**config.mk**
```make
export PLATFORM = sky130hd
export DESIGN_NAME = tt_um_clkdiv_prog
export DESIGN_NICKNAME = d
export VERILOG_FILES = /design/src/rtl/tt_um_clkdiv_prog.sv
export SDC_FILE = /design/constraint.sdc
export NUM_CORES = 1
export LEC_CHECK = 0
export CAP_MARGIN = 20
export CORE_MARGIN = 2
export CORE_UTILIZATION = 45
export CTS_CLUSTER_SIZE = 28
export DETAILED_ROUTE_END_ITERATION = 6
export GPL_TIMING_DRIVEN = 0
export MAX_ROUTING_LAYER = met4
export PLACE_DENSITY = 0.72
export SETUP_SLACK_MARGIN = 0.2
export SLEW_MARGIN = 30
export SYNTH_ARGS = -nofsm -noshare
export SYNTH_HDL_FRONTEND = slang
export SYNTH_SLANG_ARGS = --single-unit
```
**constraint.sdc**
```tcl
create_clock -name clk -period 3.85 [get_ports clk]
set_input_delay 0.77 -clock clk [delete_from_list [all_inputs] [get_ports clk]]
set_output_delay 0.77 -clock clk [all_outputs]
set_load 0.03 [all_outputs]
```
**src/rtl/tt_um_clkdiv_prog.sv**
```systemverilog
// Multi-channel programmable clock divider: one counter per channel, registered waveform and tick,
// shadow divisor taken over at the period wrap. Define CLKDIV_SYNC_EN to add the sync phase-align input.
module tt_um_clkdiv_prog #(
    parameter  int CHANNELS  = 4,
    parameter  int WIDTH     = 8,
    parameter  int RESET_DIV = 2,
    localparam int SEL_W     = $clog2(CHANNELS)
) (
    input  logic                clk,
    input  logic                reset,
    input  logic                en,
    input  logic                div_load,
    input  logic [SEL_W-1:0]    div_sel,
    input  logic [WIDTH-1:0]    div_val,
`ifdef CLKDIV_SYNC_EN
    input  logic                sync,
`endif
    output logic [CHANNELS-1:0] clk_out,
    output logic [CHANNELS-1:0] tick,
    output logic [CHANNELS-1:0] pending
);

    logic [CHANNELS-1:0][WIDTH-1:0] cnt_q, cnt_d;
    logic [CHANNELS-1:0][WIDTH-1:0] div_q, div_d;
    logic [CHANNELS-1:0][WIDTH-1:0] shd_q, shd_d;
    logic [CHANNELS-1:0]            clk_q, clk_d;
    logic [CHANNELS-1:0]            tick_q, tick_d;
    logic [CHANNELS-1:0]            pend_q, pend_d;
    logic [CHANNELS-1:0]            hit;
    logic                           sync_w;

`ifdef CLKDIV_SYNC_EN
    assign sync_w = sync;
`else
    assign sync_w = 1'b0;
`endif

    function automatic logic runs(input logic [WIDTH-1:0] d);
        return d >= WIDTH'(2);
    endfunction

    // High for the first D>>1 counts of a period; a halted divisor keeps the waveform low.
    function automatic logic high_phase(input logic [WIDTH-1:0] c, input logic [WIDTH-1:0] d);
        return runs(d) && (c < (d >> 1));
    endfunction

    always_comb begin
        hit = '0;
        if (div_load && (int'(div_sel) < CHANNELS)) hit[div_sel] = 1'b1;
    end

    always_comb begin
        cnt_d  = cnt_q;
        div_d  = div_q;
        shd_d  = shd_q;
        pend_d = pend_q;
        clk_d  = clk_q;
        tick_d = '0;
        for (int i = 0; i < CHANNELS; i++) begin
            if (sync_w) begin
                // A load colliding with sync wins over any older shadow value.
                if (hit[i])          div_d[i] = div_val;
                else if (pend_q[i])  div_d[i] = shd_q[i];
                pend_d[i] = 1'b0;
                cnt_d[i]  = '0;
                clk_d[i]  = 1'b0;
            end else if (!runs(div_q[i])) begin
                cnt_d[i] = '0;
                clk_d[i] = 1'b0;
                if (hit[i]) begin
                    div_d[i] = div_val;
                    clk_d[i] = high_phase('0, div_val);
                end
            end else if (en && (cnt_q[i] == div_q[i] - WIDTH'(1))) begin
                cnt_d[i]  = '0;
                tick_d[i] = 1'b1;
                if (hit[i])          div_d[i] = div_val;
                else if (pend_q[i])  div_d[i] = shd_q[i];
                pend_d[i] = 1'b0;
                clk_d[i]  = high_phase('0, div_d[i]);
            end else begin
                if (en) begin
                    cnt_d[i] = cnt_q[i] + WIDTH'(1);
                    clk_d[i] = high_phase(cnt_d[i], div_q[i]);
                end
                if (hit[i]) begin
                    shd_d[i]  = div_val;
                    pend_d[i] = 1'b1;
                end
            end
        end
    end

    always_ff @(posedge clk or posedge reset) begin
        if (reset) begin
            cnt_q  <= '0;
            div_q  <= {CHANNELS{WIDTH'(RESET_DIV)}};
            shd_q  <= {CHANNELS{WIDTH'(RESET_DIV)}};
            pend_q <= '0;
            clk_q  <= '0;
            tick_q <= '0;
        end else begin
            cnt_q  <= cnt_d;
            div_q  <= div_d;
            shd_q  <= shd_d;
            pend_q <= pend_d;
            clk_q  <= clk_d;
            tick_q <= tick_d;
        end
    end

    assign clk_out = clk_q;
    assign tick    = tick_q;
    assign pending = pend_q;

endmodule

```
==> results of run 1 <==
## layout by cell type (no fill, tap or decap), types with 7 or more instances in the layout
cell type / Yosys / layout
clkbuf_1: 48 / 48
nand3_1: 34 / 34
nand2b_1: 29 / 29
mux2_2: 39 / 39
nor2_1: 37 / 37
o22ai_1: 11 / 11
nand3b_1: 10 / 10
a221o_1: 7 / 7
nor4_1: 11 / 11
clkbuf_16: 0 / 9
a31oi_1: 16 / 16
nand4_1: 8 / 8
a21oi_1: 38 / 38
a211oi_1: 7 / 7
and3_1: 21 / 21
xnor2_1: 30 / 30
o2bb2ai_1: 7 / 7
o31ai_1: 8 / 8
nor2b_1: 9 / 9
dfrtp_1: 100 / 100
a21boi_0: 9 / 9
clkdlybuf4s50_1: 0 / 19
or3_1: 16 / 16
dfstp_2: 8 / 8
ha_1: 36 / 36
nor3_1: 16 / 16
nand2_1: 56 / 56
o221a_2: 8 / 8
o21ai_0: 22 / 22
or4_1: 14 / 14
xor2_1: 30 / 30
inv_1: 40 / 39
## sequential cells by signal (all words and copies together) (netlist names)
register and cells:
shd_q 32, pending 4, cnt_q 32, div_q 32
clk_out 4, tick 4
## worst register-to-register path: stages (launching register included)
cell,delay (ps)
dfrtp_1,320
clkbuf_1,330
inv_1,150
ha_1,260
nor3b_1,170
and3_1,190
o211a_1,210
o311ai_1,560
clkbuf_1,470
a2111oi_0,120
a311o_1,360
## routing by layer
layer / wire (um) / share of wire, % / vias to the layer above
li1: - / - / 3082
met5: 0 / 0 / -
met1: 8680 / 45 / 3066
met4: 342 / 1.8 / 0
met2: 9280 / 48 / 136
met3: 882 / 4.6 / 29
## logic make-up after synthesis
kind of cell | after synthesis | share of synthesized area (%)
adder cells (fa/ha/maj) | 36 | 5.99
multiplexers | 45 | 6.64
XOR/XNOR | 60 | 6.99
AND/OR/NAND/NOR | 299 | 22.6
flip-flops | 108 | 36.1
buffers and inverters | 99 | 5.21
AO/OA/AOI/OAI | 176 | 16.4
## power by group through the flow
stage	Sequential, mW	Combinational (mW)	Clock [mW]
after detailed placement	1.81	2.15	0
after global routing	1.85	2.46	1.16
after global placement	1.81	2.09	0
after CTS	1.80	2.18	1.12
final	1.80	2.18	1.11
after floorplan	1.74	1.70	0
## stage by stage
stage / setup slack [ps] / hold WS, ps
3_3_place_gp: -1460 / 478
4_1_cts: 446 / 502
2_1_floorplan: 248 / 470
5_1_grt: 357 / 533
6_report: 600 / 503
3_5_place_dp: 462 / 485
## final cells by class
type                       instances  share of cell area (%)
buffer                            59                    2.89
clock buffer                       9                    2.69
clock inverter                     7                    1.45
inverter                          40                    1.88
multi-input combinational        616                    52.8
sequential                       108                    32.4
tap                              220                    3.29
timing repair buffer              20                    2.60
## final timing paths
| kind | depth (start not counted) | slack (ps) | to |
|---|---|---|---|
| max | 10 | 600 | div_q[16]$_DFFE_PP0P_ |
| min | 1 | 500 | shd_q[31]$_DFFE_PP0P_ |
| max reg2reg | 10 | 600 | div_q[16]$_DFFE_PP0P_ |
| min reg2reg | 1 | 500 | shd_q[31]$_DFFE_PP0P_ |
| max in group asynchronous | 3 | 2410 | div_q[17]$_DFFE_PP1P_ |
| min in group asynchronous | 2 | 760 | shd_q[12]$_DFFE_PP0P_ |
==> results.cfg, run 1 <==
[outcome]
outcome = complete, no violations

[routing]
wire_per_inst_um = 17.8
first_pass_iters = 5
vias = 6313
wirelength_mm = 19.2
drt-initial-drc-count = 400
drc_errors = 0
ant_nets = 0
via_per_inst = 5.85

[sta]
slew_headroom_pct = 35.8
tightest_slew_ps = 954
min_period_over_period_pct = 84.4
grt_setup_unrepaired = no
drv_slew = 0
finalSetupViolations = 0
hold_viol = 0
fmax_mhz = 308
fin_skew_ps = 10.8
layout_min_cycle_time_ps = 3250
finalSetupTns_ps = 0

[hold_path]
min_from = shd_q[31]$_DFFE_PP0P_
holdCritPathClass = reg2reg

[power_and_ir_drop]
p_total_mw = 5.10
pwr-share-seq_pct = 35.4
p_per_area_mw_per_mm2 = 609
swShare_pct = 39.1
p_switching_mw = 1.99
vdd_drop_max_uv = 261
p_comb_share_pct = 42.9
p_leak_nw = 3.45
pwr-share-clk_pct = 21.8
p_int_mw = 3.10

[yosys]
ys_ff_latch = 108
synth.most_common_cell = dfrtp_1
synth.yosys.seq_area_share_pct = 36.1
yosysTopAreaCell = dfrtp_1
avgSynthCellArea_um2 = 9.13
synth_area_leaders = dfrtp_1 (33%), ha_1 (6.0%), mux2_2 (5.8%)
yosysTopAreaCellShare_pct = 33.3
synth_area_mm2 = 0.00752
synth-edff-count = 0
synth_cells = 823
async_reset_ff_share_pct = 100
synth-main-ff-cell = dfrtp_1
syn_nets = 873
ys_warn_count = 0
ys_top_cells_by_count = dfrtp_1 (100), nand2_1 (56), clkbuf_1 (48)
synthDistinctLibCells = 69

[clock_network]
clock_path_buffers = 2
cts_tree = built
hold_buffers = 0
path_clk_slew_ps = 70
ctsHtreeMaxLevel = 3
clkLatencyLatePin_ps = 370
cts_root_buf = clkbuf_16
cts_buffers = 9
postCtsSetupRepairBufs = 0
clkSinkCount = 108
cts_resized = 0

[floorplanning]
start_util_pct = 45.7
die_w_um = 133
die_y_um = 133
coreArea_mm2 = 0.0165
dieArea_mm2 = 0.0178
num_rows = 47
io_pins = 26

[job]
maxCapViolCount = 0

[finish]
layoutNonFillerInstCount = 1079
multi_input_area_mm2 = 0.00441
n_antenna_cell = 0
nets = 904
seq_area_mm2 = 0.00271
fillCellCount = 1517
synthToLayoutAreaGrowth_pct = 11.3
final_core_util_pct = 50.8
postLayoutCellArea_mm2 = 0.00836
drive_gt1_share_pct = 11.2

[placed_design]
hpwl_mm = 13.4
placed_cells = 1063
place_area_mm2 = 0.00802
io_buffers = 19
gp_congestion = 0.850

[critical_path]
required_ps = 4090
startpoint_type = register
reg2reg_from = div_q[16]$_DFFE_PP0P_
crit_family = compound AO/OA/AOI/OAI gates
slowest_delay_ps = 560
crit_fanout = 10
critPathKind = reg2reg
cp_num_buf_inv = 3
path_cells = clkbuf_1 -> inv_1 -> ha_1 -> nor3b_1 -> and3_1 -> o211a_1 -> o311ai_1 -> clkbuf_1 -> a2111oi_0 -> a311o_1
cpMaxStageDelayCell = o311ai_1
critical_path.most_common_cell = clkbuf_1
crit_arrival_ps = 3490
crit_start = div_q[16]$_DFFE_PP0P_
setup.worst_path.end_class = register

[global_route]
use_met1_pct = 28.7
antenna_found_initial = 0
grt_pass1_wl_mm = 31.2
gr-usage-met2_pct = 36.9
first_global_vias = 6031
top_usage_layer = met2
grt_use_met3_pct = 4.60
grt_max_degree = 76
grt_use_total_pct = 22.6
grt-ovfl-total = 0
(Power assumes the default switching activity.)
==> run 2, diff against run 1 <==
==> constraint.sdc (replaced) <==
create_clock -name clk -period 3.2 [get_ports clk]
set_input_delay 0.64 -clock clk [delete_from_list [all_inputs] [get_ports clk]]
set_output_delay 0.64 -clock clk [all_outputs]
set_load 0.03 [all_outputs]
==> run 2 against run 1 <==
  * Clock skew down 4.4 ps
  * Maximum frequency up 13%
  * Non-clock buffer count up 4
  * Register-to-register slack worse by 270 ps
  * Highest routed layer unchanged
  * Sequential power up 21%
  * First-iteration DRC count up 38%
==> results.cfg, run 2 (synthesized netlist as in run 1, its figures left out) <==
[critical_path]
crit_fanout = 8
slowest_delay_ps = 530
cpMaxStageDelayCell = or4_1
setup.worst_path.end_class = register
critPathKind = reg2reg
crit_arrival_ps = 3110
startpoint_type = register
reg2reg_from = div_q[16]$_DFFE_PP0P_
required_ps = 3440
path_cells = clkbuf_2 -> inv_1 -> ha_1 -> nor3b_1 -> nand2_1 -> nor4_2 -> o311ai_4 -> or4_1 -> buf_2 -> o2bb2ai_1
crit-reg2reg-capture = div_q[23]$_DFFE_PP0P_
reg2regPathDepth = 10
r2r_setup_slack_ps = 330

[power_and_ir_drop]
pwr-share-seq_pct = 35.5
p_total_mw = 6.12
p_int_mw = 3.72
pwr-share-clk_pct = 20.8
p_switching_mw = 2.41
swShare_pct = 39.3
vdd_drop_max_uv = 385
p_per_area_mw_per_mm2 = 722
p_leak_nw = 3.51
p_comb_share_pct = 43.7

[finish]
drive_gt1_share_pct = 12.4
layoutNonFillerInstCount = 1083
postLayoutCellArea_mm2 = 0.00848
layout_commonest_cell = dfrtp_1
nets = 908
synthToLayoutAreaGrowth_pct = 12.8
fillCellCount = 1533
top_regs = cnt_q: 32 flops, div_q: 32 flops, shd_q: 32 flops
layout_common_cells = dfrtp_1 (100), nand2_1 (55), clkbuf_1 (45)
n_antenna_cell = 0

[hold_path]
hold_end = shd_q[31]$_DFFE_PP0P_
whs_path_depth = 1
holdCritPathClass = reg2reg
min_from = shd_q[31]$_DFFE_PP0P_

[global_route]
grt_use_total_pct = 23.3
first_global_vias = 6283
antenna_found_initial = 0
grt_max_degree = 29
grt-ovfl-total = 0
grt_pass1_wl_mm = 32.5

[clock_network]
clkSinkCount = 108
clkLatencyLatePin_ps = 360
cts_tree = built
cts_root_buf = clkbuf_16
ctsHtreeMaxLevel = 3
cts_buffers = 9
path_clk_slew_ps = 70
clock_path_buffers = 2

[sta]
drv_slew = 0
min_period_over_period_pct = 89.8
hold_viol = 0
layout_min_cycle_time_ps = 2870
tightest_slew_ps = 847
fmax_mhz = 348
grt_setup_unrepaired = yes
fin_skew_ps = 6.42
finalSetupViolations = 0
slew_headroom_pct = 43.1

[routing]
top_layer_used = met4
wire_per_inst_um = 17.9
drc_errors = 0
wirelength_mm = 19.4
wl_met2_mm = 9.41
drt-initial-drc-count = 552
first_pass_iters = 5
ant_nets = 0
vias = 6415
wl_met3_mm = 1.03
via_per_inst = 5.92
wl_met1_mm = 8.52

[placed_design]
place_area_mm2 = 0.00809
placed_cells = 1066
gp_congestion = 0.887
io_buffers = 19
hpwl_mm = 13.7

[floorplanning]
die_y_um = 133
start_util_pct = 45.7
dieArea_mm2 = 0.0178
io_pins = 26
die_w_um = 133
num_rows = 47
coreArea_mm2 = 0.0165

[job]
maxCapViolCount = 0

[outcome]
outcome = complete, no violations
run 2: worst max path at each step:
| stage | endpoint | startpoint | cells past startpoint |
|---|---|---|---|
| 5_1_grt | div_q[19]$_DFFE_PP0P_ | div_q[16]$_DFFE_PP0P_ | 10 |
| 3_5_place_dp | div_q[16]$_DFFE_PP0P_ | div_q[16]$_DFFE_PP0P_ | 10 |
| 6_report | div_q[23]$_DFFE_PP0P_ | div_q[16]$_DFFE_PP0P_ | 10 |
| 4_1_cts | div_q[16]$_DFFE_PP0P_ | div_q[16]$_DFFE_PP0P_ | 10 |
| 3_3_place_gp | div_q[16]$_DFFE_PP0P_ | div_q[16]$_DFFE_PP0P_ | 10 |
| 2_1_floorplan | div_q[16]$_DFFE_PP0P_ | div_q[16]$_DFFE_PP0P_ | 10 |
run 2: routing by layer:
metal / GRT usage, % / up-vias
met5: - / -
met4: 7.33 / 0
met3: 4.79 / 30
met2: 37.6 / 174
met1: 29.6 / 3131
li1: - / 3080
run 2: through the flow:
step	setup TNS, ps	util [%]	setup slack, ps	hold slack, ps
after global routing	0	51.5	171	514
after floorplan	0	-	411	470
final	0	51.5	327	502
after global placement	-572	48.5	-130	479
after CTS	0	51.2	217	503
after detailed placement	-635	49.1	-123	486
run 2: layout make-up:
class	instances	area, um2	share of cell area (%)
clock buffers	11	253	2.98
well taps	220	275	3.25
flip-flops and latches	108	2710	32.0
clock inverters	5	82.6	0.974
multi-input cells	616	4450	52.5
plain buffers	59	248	2.92
inverters	40	154	1.81
repair buffers	24	300	3.54
run 2: critical path, delay by kind of cell (launching register included):
family | cells | cell delay [ps]
AO/OA/AOI/OAI | 2 | 300
buffers and inverters | 3 | 540
adder cells (fa/ha/maj) | 1 | 210
AND/OR/NAND/NOR | 4 | 1350
flip-flops | 1 | 360
run 2: power groups by stage:
| stage | registers [mW] | clock network (mW) | logic [mW] |
|---|---|---|---|
| final | 2.17 | 1.27 | 2.68 |
| after global routing | 2.23 | 1.35 | 3.02 |
| after CTS | 2.16 | 1.30 | 2.63 |
| after detailed placement | 2.18 | 0 | 2.59 |
| after global placement | 2.17 | 0 | 2.51 |
| after floorplan | 2.10 | 0 | 2.04 |
run 2: timing repair:
action | in CTS | in global routing
hold buffers | 0 | 0
pin swaps | 0 | 0
gates resized for setup | 3 | 14
endpoints found under the setup margin | 24 | 28
buffers inserted | 0 | 1
gates cloned | 0 | 0
